===== src/rtl/vga_sync_generator.sv =====
// Vertical timing for the 25 MHz VGA chain: owns the line counter and vertical phase,
// and registers sync, blanking, pixel coordinates and frame-start for the pixel pipeline.
module vga_sync_generator #(
    parameter int unsigned H_ACTIVE = 640,
    parameter int unsigned H_FP     = 16,
    parameter int unsigned H_SYNC   = 96,
    parameter int unsigned V_ACTIVE = 480,
    parameter int unsigned V_FP     = 10,
    parameter int unsigned V_SYNC   = 2,
    parameter int unsigned V_BP     = 33,
    parameter logic        SYNC_POL = 1'b0
) (
    input  logic        clk_25MHz,
    input  logic        reset,
    input  logic        enable_V_counter,
    input  logic [15:0] H_Count_Value,
    output logic [15:0] V_Count_Value,
    output logic        h_sync,
    output logic        v_sync,
    output logic        video_on,
    output logic [9:0]  pixel_x,
    output logic [9:0]  pixel_y,
    output logic        frame_start
);

    localparam int unsigned V_TOTAL = V_ACTIVE + V_FP + V_SYNC + V_BP;

    localparam logic [15:0] H_ACT_END    = 16'(H_ACTIVE);
    localparam logic [15:0] H_SYNC_START = 16'(H_ACTIVE + H_FP);
    localparam logic [15:0] H_SYNC_END   = 16'(H_ACTIVE + H_FP + H_SYNC);
    localparam logic [15:0] V_ACT_LAST   = 16'(V_ACTIVE - 1);
    localparam logic [15:0] V_FP_LAST    = 16'(V_ACTIVE + V_FP - 1);
    localparam logic [15:0] V_SYNC_LAST  = 16'(V_ACTIVE + V_FP + V_SYNC - 1);
    localparam logic [15:0] V_LAST       = 16'(V_TOTAL - 1);

    typedef enum logic [1:0] {
        ST_ACTIVE,
        ST_FRONT,
        ST_SYNC,
        ST_BACK
    } vstate_t;

    vstate_t     state_q, state_d;
    logic [15:0] v_count_q, v_count_d;
    logic        h_sync_q, h_sync_d;
    logic        v_sync_q, v_sync_d;
    logic        video_on_q, video_on_d;
    logic [9:0]  pixel_x_q, pixel_x_d;
    logic [9:0]  pixel_y_q, pixel_y_d;
    logic        frame_start_q, frame_start_d;
    logic        h_sync_active;

    // Counter and phase move together so the phase always describes v_count_q.
    always_comb begin
        v_count_d = v_count_q;
        state_d   = state_q;
        if (enable_V_counter) begin
            v_count_d = (v_count_q == V_LAST) ? 16'd0 : v_count_q + 16'd1;
            case (state_q)
                ST_ACTIVE: if (v_count_q == V_ACT_LAST)  state_d = ST_FRONT;
                ST_FRONT:  if (v_count_q == V_FP_LAST)   state_d = ST_SYNC;
                ST_SYNC:   if (v_count_q == V_SYNC_LAST) state_d = ST_BACK;
                ST_BACK:   if (v_count_q == V_LAST)      state_d = ST_ACTIVE;
                default:                                 state_d = ST_ACTIVE;
            endcase
        end
    end

    // Outputs use the line held before this edge's update, with full-width h compares.
    always_comb begin
        h_sync_active = (H_Count_Value >= H_SYNC_START) && (H_Count_Value < H_SYNC_END);
        h_sync_d      = h_sync_active ? SYNC_POL : ~SYNC_POL;
        v_sync_d      = (state_q == ST_SYNC) ? SYNC_POL : ~SYNC_POL;
        video_on_d    = (H_Count_Value < H_ACT_END) && (state_q == ST_ACTIVE);
        pixel_x_d     = video_on_d ? H_Count_Value[9:0] : 10'd0;
        pixel_y_d     = video_on_d ? v_count_q[9:0] : 10'd0;
        frame_start_d = enable_V_counter && (v_count_q == V_LAST);
    end

    always_ff @(posedge clk_25MHz or posedge reset) begin
        if (reset) begin
            state_q       <= ST_ACTIVE;
            v_count_q     <= 16'd0;
            h_sync_q      <= ~SYNC_POL;
            v_sync_q      <= ~SYNC_POL;
            video_on_q    <= 1'b0;
            pixel_x_q     <= 10'd0;
            pixel_y_q     <= 10'd0;
            frame_start_q <= 1'b0;
        end else begin
            state_q       <= state_d;
            v_count_q     <= v_count_d;
            h_sync_q      <= h_sync_d;
            v_sync_q      <= v_sync_d;
            video_on_q    <= video_on_d;
            pixel_x_q     <= pixel_x_d;
            pixel_y_q     <= pixel_y_d;
            frame_start_q <= frame_start_d;
        end
    end

    assign V_Count_Value = v_count_q;
    assign h_sync        = h_sync_q;
    assign v_sync        = v_sync_q;
    assign video_on      = video_on_q;
    assign pixel_x       = pixel_x_q;
    assign pixel_y       = pixel_y_q;
    assign frame_start   = frame_start_q;

endmodule


===== config.mk =====
export PLATFORM = sky130hd
export DESIGN_NAME = vga_sync_generator
export DESIGN_NICKNAME = d
export VERILOG_FILES = /design/src/rtl/vga_sync_generator.sv
export SDC_FILE = /design/constraint.sdc
export NUM_CORES = 1
export LEC_CHECK = 0
export CELL_PAD_IN_SITES_DETAIL_PLACEMENT = 1
export CELL_PAD_IN_SITES_GLOBAL_PLACEMENT = 2
export CORE_MARGIN = 2
export CORE_UTILIZATION = 25
export CTS_CLUSTER_DIAMETER = 30
export DETAILED_ROUTE_END_ITERATION = 7
export GPL_TIMING_DRIVEN = 0
export HOLD_SLACK_MARGIN = 0.03
export PLACE_DENSITY_LB_ADDON = 0.12
export SLEW_MARGIN = 20
export SYNTH_ARGS = -nofsm -noshare
export SYNTH_HDL_FRONTEND = slang
export SYNTH_SLANG_ARGS = --single-unit
export TNS_END_PERCENT = 10

===== constraint.sdc =====
create_clock -name clk_25MHz -period 2 [get_ports clk_25MHz]
set_clock_uncertainty 0.15 [all_clocks]
set_input_delay 0.4 -clock clk_25MHz [delete_from_list [all_inputs] [get_ports clk_25MHz]]
set_output_delay 0.4 -clock clk_25MHz [all_outputs]
set_load 0.02 [all_outputs]

==> impl_metrics.json, run 1 <==
{
  "top_level_ports": 59,
  "critical_path_arrival_ns": 2.07,
  "h-tree-depth": 2,
  "period_share_pct": 102,
  "power_mw": 2.48,
  "layout_setup_ws_ns": -0.0322,
  "cts_sinks": 42,
  "cts_tree": "yes",
  "synth_compound_gate_area_share_pct": 5.93,
  "fin_area_um2": 2910,
  "timing.rr.start": "V_Count_Value[0]$_DFFE_PP0P_",
  "cts_max_path_buffers": 2,
  "synth_xor_area_share_pct": 4.20,
  "setup_tns_ns": -0.0322,
  "drc": 0,
  "port_buffers": 58,
  "cts_buffers": 5,
  "first_pass_iters": 3,
  "rsz0062_at_grt": "true",
  "synthSimpleGateAreaFrac_pct": 23.4,
  "diodes": 0,
  "cp_max_fo": 5,
  "hpwl_mm": 3.55,
  "critical_path_class": "flop to flop",
  "antenna_left": 0,
  "syn_inst": 171,
  "post-route-util_pct": 40.1,
  "tightestPinTransition_ns": 0.477,
  "num_vias": 1499,
  "synth_cell_type_count": 35,
  "overflow": 0,
  "post_drt_wl_per_cell_um": 14.6,
  "slew_headroom_pct": 68.2,
  "nNetsFinal": 274,
  "wirelength_mm": 5.08,
  "synth_edf_count": 0,
  "report.final.setup_viol": 1,
  "start_util_pct": 25.9,
  "cts_hold_buffers": 0,
  "max_freq_mhz": 492,
  "die_w_um": 90.7,
  "placed_area_um2": 2630,
  "syn-mean-instance-area_um2": 11.0,
  "drt_iter0_markers": 42,
  "track_usage_pct": 12.5,
  "core_area_um2": 7250,
  "grt_max_degree": 26,
  "ys_seq_elements": 42,
  "first_global_vias": 1551,
  "hp-class": "input port to asynchronous set/reset pin",
  "yosysSeqAreaShare_pct": 56.1,
  "antenna_found_initial": 0,
  "power_leakage_nw": 1.33,
  "viasPerCell": 4.32,
  "dieArea_um2": 8220,
  "area_growth_pct": 54.9,
  "regToRegSetupSlack_ns": -0.03,
  "synthAdderAreaFrac_pct": 5.33,
  "drive_above_1_share_pct": 21.4,
  "max_cap_violations": 0,
  "drv_slew": 0,
  "hold_viol_final": 0,
  "irDropWorstVdd_mv": 0.305,
  "crit_start": "V_Count_Value[0]$_DFFE_PP0P_",
  "syn_nets": 198,
  "insertion_delay_ns": 0.30,
  "status": "finished with violations",
  "grt_pass1_wl_mm": 8.06,
  "cp-end-kind": "flop",
  "ys_async_sr_fraction_pct": 100,
  "synth_top_family_by_area": "simple AND/OR/NAND/NOR gates",
  "die_h_um": 90.7,
  "root_buffer": "clkbuf_8",
  "period_minus_slack_ns": 2.03,
  "ys.flop_type": "dfrtp_1",
  "worstSetupStartpointType": "flop",
  "place.gp.congestion": 0.687,
  "powerDensity_nw_per_um2": 852,
  "synth_area_um2": 1880,
  "clk_pin_slew_ns": 0.09,
  "yosysWarnings": 0,
  "violations": "negative setup slack",
  "fp-row-count": 31,
  "crit_required_ns": 2.03,
  "synthMuxAreaShare_pct": 1.33
}
==> where the power goes <==
group / switching [mW] / internal (mW) / leakage [nW]
sequential: 0.111 / 0.931 / 0.550
combinational: 0.409 / 0.349 / 0.725
clock: 0.306 / 0.373 / 0.0514
==> layout make-up <==
| type | count | area, um^2 |
|---|---|---|
| Inverter | 9 | 33.8 |
| Timing Repair Buffer | 69 | 682 |
| Multi-Input combinational cell | 113 | 851 |
| Clock buffer | 6 | 72.6 |
| Buffer | 7 | 45.0 |
| Sequential cell | 42 | 1060 |
| Fill cell | 836 | 4340 |
| Clock inverter | 2 | 37.5 |
| Tap cell | 99 | 124 |
==> through the flow <==
stage,instances,hold WS (ns),setup WS [ns]
after floorplan,171,0.379,0.000297
after global placement,328,0.376,-0.610
after detailed placement,329,0.373,-0.590
after CTS,337,0.283,-0.111
after global routing,347,0.291,-0.102
final,347,0.266,-0.0322
==> state kept, by name (all words and copies together), names as in the netlist <==
name           count
V_Count_Value     16
pixel_x           10
pixel_y           10
state_q            2
frame_start        1
h_sync             1
v_sync             1
video_on           1
==> routing by layer <==
| metal | vias up | GRT usage, % | routed length [um] |
|---|---|---|---|
| met4 | 0 | 4.23 | 68 |
| met5 | - | 0 | 0 |
| met2 | 33 | 19.9 | 2520 |
| li1 | 722 | - | - |
| met1 | 739 | 16.7 | 2290 |
| met3 | 5 | 2.92 | 204 |
==> synth_stat cells, types with 2 or more instances <==
| master | instances | area, um^2 |
|---|---|---|
| buf_4 | 2 | 15.0 |
| clkbuf_1 | 3 | 11.3 |
| xnor2_1 | 5 | 43.8 |
| nand2_1 | 13 | 48.8 |
| and3_1 | 4 | 25.0 |
| and2_1 | 19 | 119 |
| dfrtp_1 | 40 | 1000 |
| nor3_1 | 4 | 20.0 |
| nor2_1 | 10 | 37.5 |
| nor4_1 | 2 | 12.5 |
| dfstp_2 | 2 | 52.6 |
| inv_1 | 9 | 33.8 |
| o21ai_0 | 9 | 45.0 |
| nand3_1 | 11 | 55.1 |
| ha_1 | 8 | 100 |
| o31ai_1 | 6 | 45.0 |
| buf_2 | 2 | 10.0 |
| xor2_1 | 4 | 35.0 |
| nand2b_1 | 2 | 12.5 |
==> placed cells by master (no fill, tap or decap), types with 5 or more instances in the layout <==
| master | instances |
|---|---|
| and2_1 | 19 |
| buf_4 | 10 |
| clkbuf_8 | 5 |
| clkdlybuf4s50_1 | 53 |
| dfrtp_1 | 32 |
| dfrtp_2 | 8 |
| ha_1 | 7 |
| inv_1 | 6 |
| nand2_1 | 12 |
| nand3_1 | 10 |
| nor2_1 | 9 |
| o21ai_0 | 7 |
| xnor2_1 | 5 |
==> timing repair <==
item	CTS	global route
pin swaps	0	6
resized for setup	5	28
buffers inserted	0	9
setup endpoints to repair	13	27
endpoints found under the hold margin	0	0
gates cloned	0	1
==> logic make-up after synthesis <==
logic type / Yosys count
flops: 42
simple gates: 76
xor+xnor: 9
compound gates: 18
mux: 2
fa+ha+maj: 8
buf+inv: 16
==> worst max-delay path, cell delays in order, from the launching register on <==
cell and delay (ns):
dfrtp_2 0.45, inv_2 0.10, ha_4 0.14, nor4bb_4 0.18
and4_1 0.25, buf_6 0.12, o21ai_2 0.04, nand4b_4 0.18
mux2_4 0.31
==> final timing paths <==
check                                               end  cells past startpoint
setup / recovery                 state_q[1]$_DFFE_PP0P_                      8
hold / removal             V_Count_Value[7]$_DFFE_PP0P_                      2
setup reg to reg                 state_q[1]$_DFFE_PP0P_                      8
hold reg to reg            V_Count_Value[7]$_DFFE_PP0P_                      1
max in group asynchronous              v_sync$_DFF_PP1_                      3
min in group clk_25MHz     V_Count_Value[7]$_DFFE_PP0P_                      1
Note: power is estimated with default switching activity, not from simulation.
==> run 2: changes to the inputs <==
Settings changed: REMOVE_ABC_BUFFERS set to 1.
==> run 2 against run 1 <==
- the run still ends with negative setup slack left
- setup slack better by 0.015 ns
- clock power down 16%
- critical path depth down 3
- flip-flop and latch count unchanged
- via count down 2.4%
- design area down 5.1%
- first-iteration DRC count down 31%
- sequential power up 6%
- combinational power down 27%
- hold slack worse by 0.035 ns
==> impl_metrics.json, run 2 (synthesized netlist as in run 1, its figures left out) <==
{
  "antenna_found_initial": 0,
  "first_global_vias": 1613,
  "grt_max_degree": 30,
  "overflow": 0,
  "irDropWorstVdd_mv": 0.235,
  "cts_tree": "yes",
  "insertion_delay_ns": 0.29,
  "tightestPinTransition_ns": 0.475,
  "hpwl_mm": 3.54,
  "area_growth_pct": 47.0,
  "period_minus_slack_ns": 2.02,
  "antenna_left": 0,
  "dieArea_um2": 8220,
  "layout_setup_ws_ns": -0.0173,
  "viasPerCell": 4.39,
  "rsz0062_at_grt": "true",
  "max_freq_mhz": 496,
  "crit_start": "V_Count_Value[10]$_DFFE_PP0P_",
  "powerDensity_nw_per_um2": 804,
  "cp_top_family": "simple AND/OR/NAND/NOR gates",
  "worstRegToRegCells": 5,
  "track_usage_pct": 12.4,
  "worst_path_max_delay_cell": "dfrtp_1",
  "die_h_um": 90.7,
  "fin_cells": 333,
  "core_area_um2": 7250,
  "hold_viol_final": 0,
  "h-tree-depth": 2,
  "power_leakage_nw": 1.29,
  "drv_slew": 0,
  "drive_above_1_share_pct": 15.4,
  "violations": "negative setup slack",
  "status": "finished with violations",
  "placed_cells": 322,
  "die_w_um": 90.7,
  "setup_tns_ns": -0.0173,
  "post_drt_wl_per_cell_um": 14.4,
  "start_util_pct": 25.9,
  "clk_pin_slew_ns": 0.08,
  "wirelength_mm": 4.79,
  "critical_path_class": "flop to flop",
  "timing.rr.start": "V_Count_Value[10]$_DFFE_PP0P_",
  "critical_path_arrival_ns": 2.05,
  "crit_required_ns": 2.04,
  "grt_pass1_wl_mm": 8.18,
  "root_buffer": "clkbuf_8",
  "first_pass_iters": 4,
  "cts_buffers": 5,
  "top_level_ports": 59,
  "worstSetupStartpointType": "flop",
  "final_cell_mix": "clkdlybuf4s50_1 (46), dfrtp_1 (34), and2_1 (19), nand2_1 (13), nand3_1 (11)",
  "cp-end-kind": "flop",
  "cp_num_cells": 5,
  "cp_max_fo": 4,
  "diodes": 0,
  "power_mw": 2.22,
  "report.final.setup_viol": 1,
  "port_buffers": 58,
  "max_cap_violations": 0,
  "cts_max_path_buffers": 2,
  "place.gp.congestion": 0.691,
  "drt_iter0_markers": 29,
  "largest_reg_flops": 16,
  "critPathBufInv": 0,
  "fp-row-count": 31,
  "drc": 0,
  "cpPeakStageDelay_ns": 0.45,
  "path_cells": "nor4_4 > nand2_1 > o31ai_2 > nand4b_4 > mux2_4",
  "nNetsFinal": 260,
  "hp-class": "input port to asynchronous set/reset pin",
  "cts_sinks": 42,
  "layout_commonest_cell": "clkdlybuf4s50_1",
  "num_vias": 1463,
  "period_share_pct": 101,
  "slew_headroom_pct": 68.3
}
==> run 2: metal layers <==
layer	part of all wire (%)	global-route usage [%]	vias up
met5	0	0	-
met4	0.84	3.85	0
met3	4.2	3.09	4
met2	53	21.5	30
met1	42	15.1	734
li1	-	-	695
==> run 2: worst register-to-register path: stages (launching register included) <==
cell and delay [ns]:
dfrtp_1 0.45, nor4_4 0.36, nand2_1 0.15, o31ai_2 0.34, nand4b_4 0.15, mux2_4 0.31
==> run 2: final timing paths <==
kind,end,slack (ns)
setup / recovery,state_q[1]$_DFFE_PP0P_,-0.02
hold / removal,pixel_y[9]$_DFF_PP0_,0.23
setup reg to reg,state_q[1]$_DFFE_PP0P_,-0.02
hold reg to reg,V_Count_Value[15]$_DFFE_PP0P_,0.39
max in group asynchronous,h_sync$_DFF_PP1_,0.94
min in group clk_25MHz,V_Count_Value[15]$_DFFE_PP0P_,0.39
==> run 2: per-stage QoR <==
stage / utilization (%) / worst slack (ns) / instance area (um^2) / hold slack, ns
6_report: 38.1 / -0.0173 / 2760 / 0.232
5_1_grt: 38.1 / -0.111 / 2760 / 0.259
4_1_cts: 37.6 / -0.0493 / 2720 / 0.238
3_5_place_dp: 35.4 / -0.626 / 2570 / 0.378
3_3_place_gp: 35.1 / -0.479 / 2550 / 0.373
2_1_floorplan: - / -0.143 / 1840 / 0.358
==> run 2: cell type report <==
type	count	area, um^2
clock buffers	6	82.6
clock inverters	2	12.5
fillers	805	4490
inverters	9	33.8
multi-input cells	113	802
flip-flops and latches	42	1060
well taps	99	124
repair buffers	62	646
==> run 2: repair_timing <==
| action | in CTS | in global routing |
|---|---|---|
| gates resized for setup | 18 | 15 |
| buffers inserted | 3 | 0 |
| cloned | 0 | 0 |
| hold buffers | 0 | 0 |
| pin swaps | 2 | 0 |
| setup endpoints to repair | 31 | 17 |
==> run 2: report_power, final <==
part,switching [mW],internal [mW],total (mW)
clock network,0.291,0.277,0.568
logic,0.290,0.262,0.552
registers,0.170,0.931,1.10
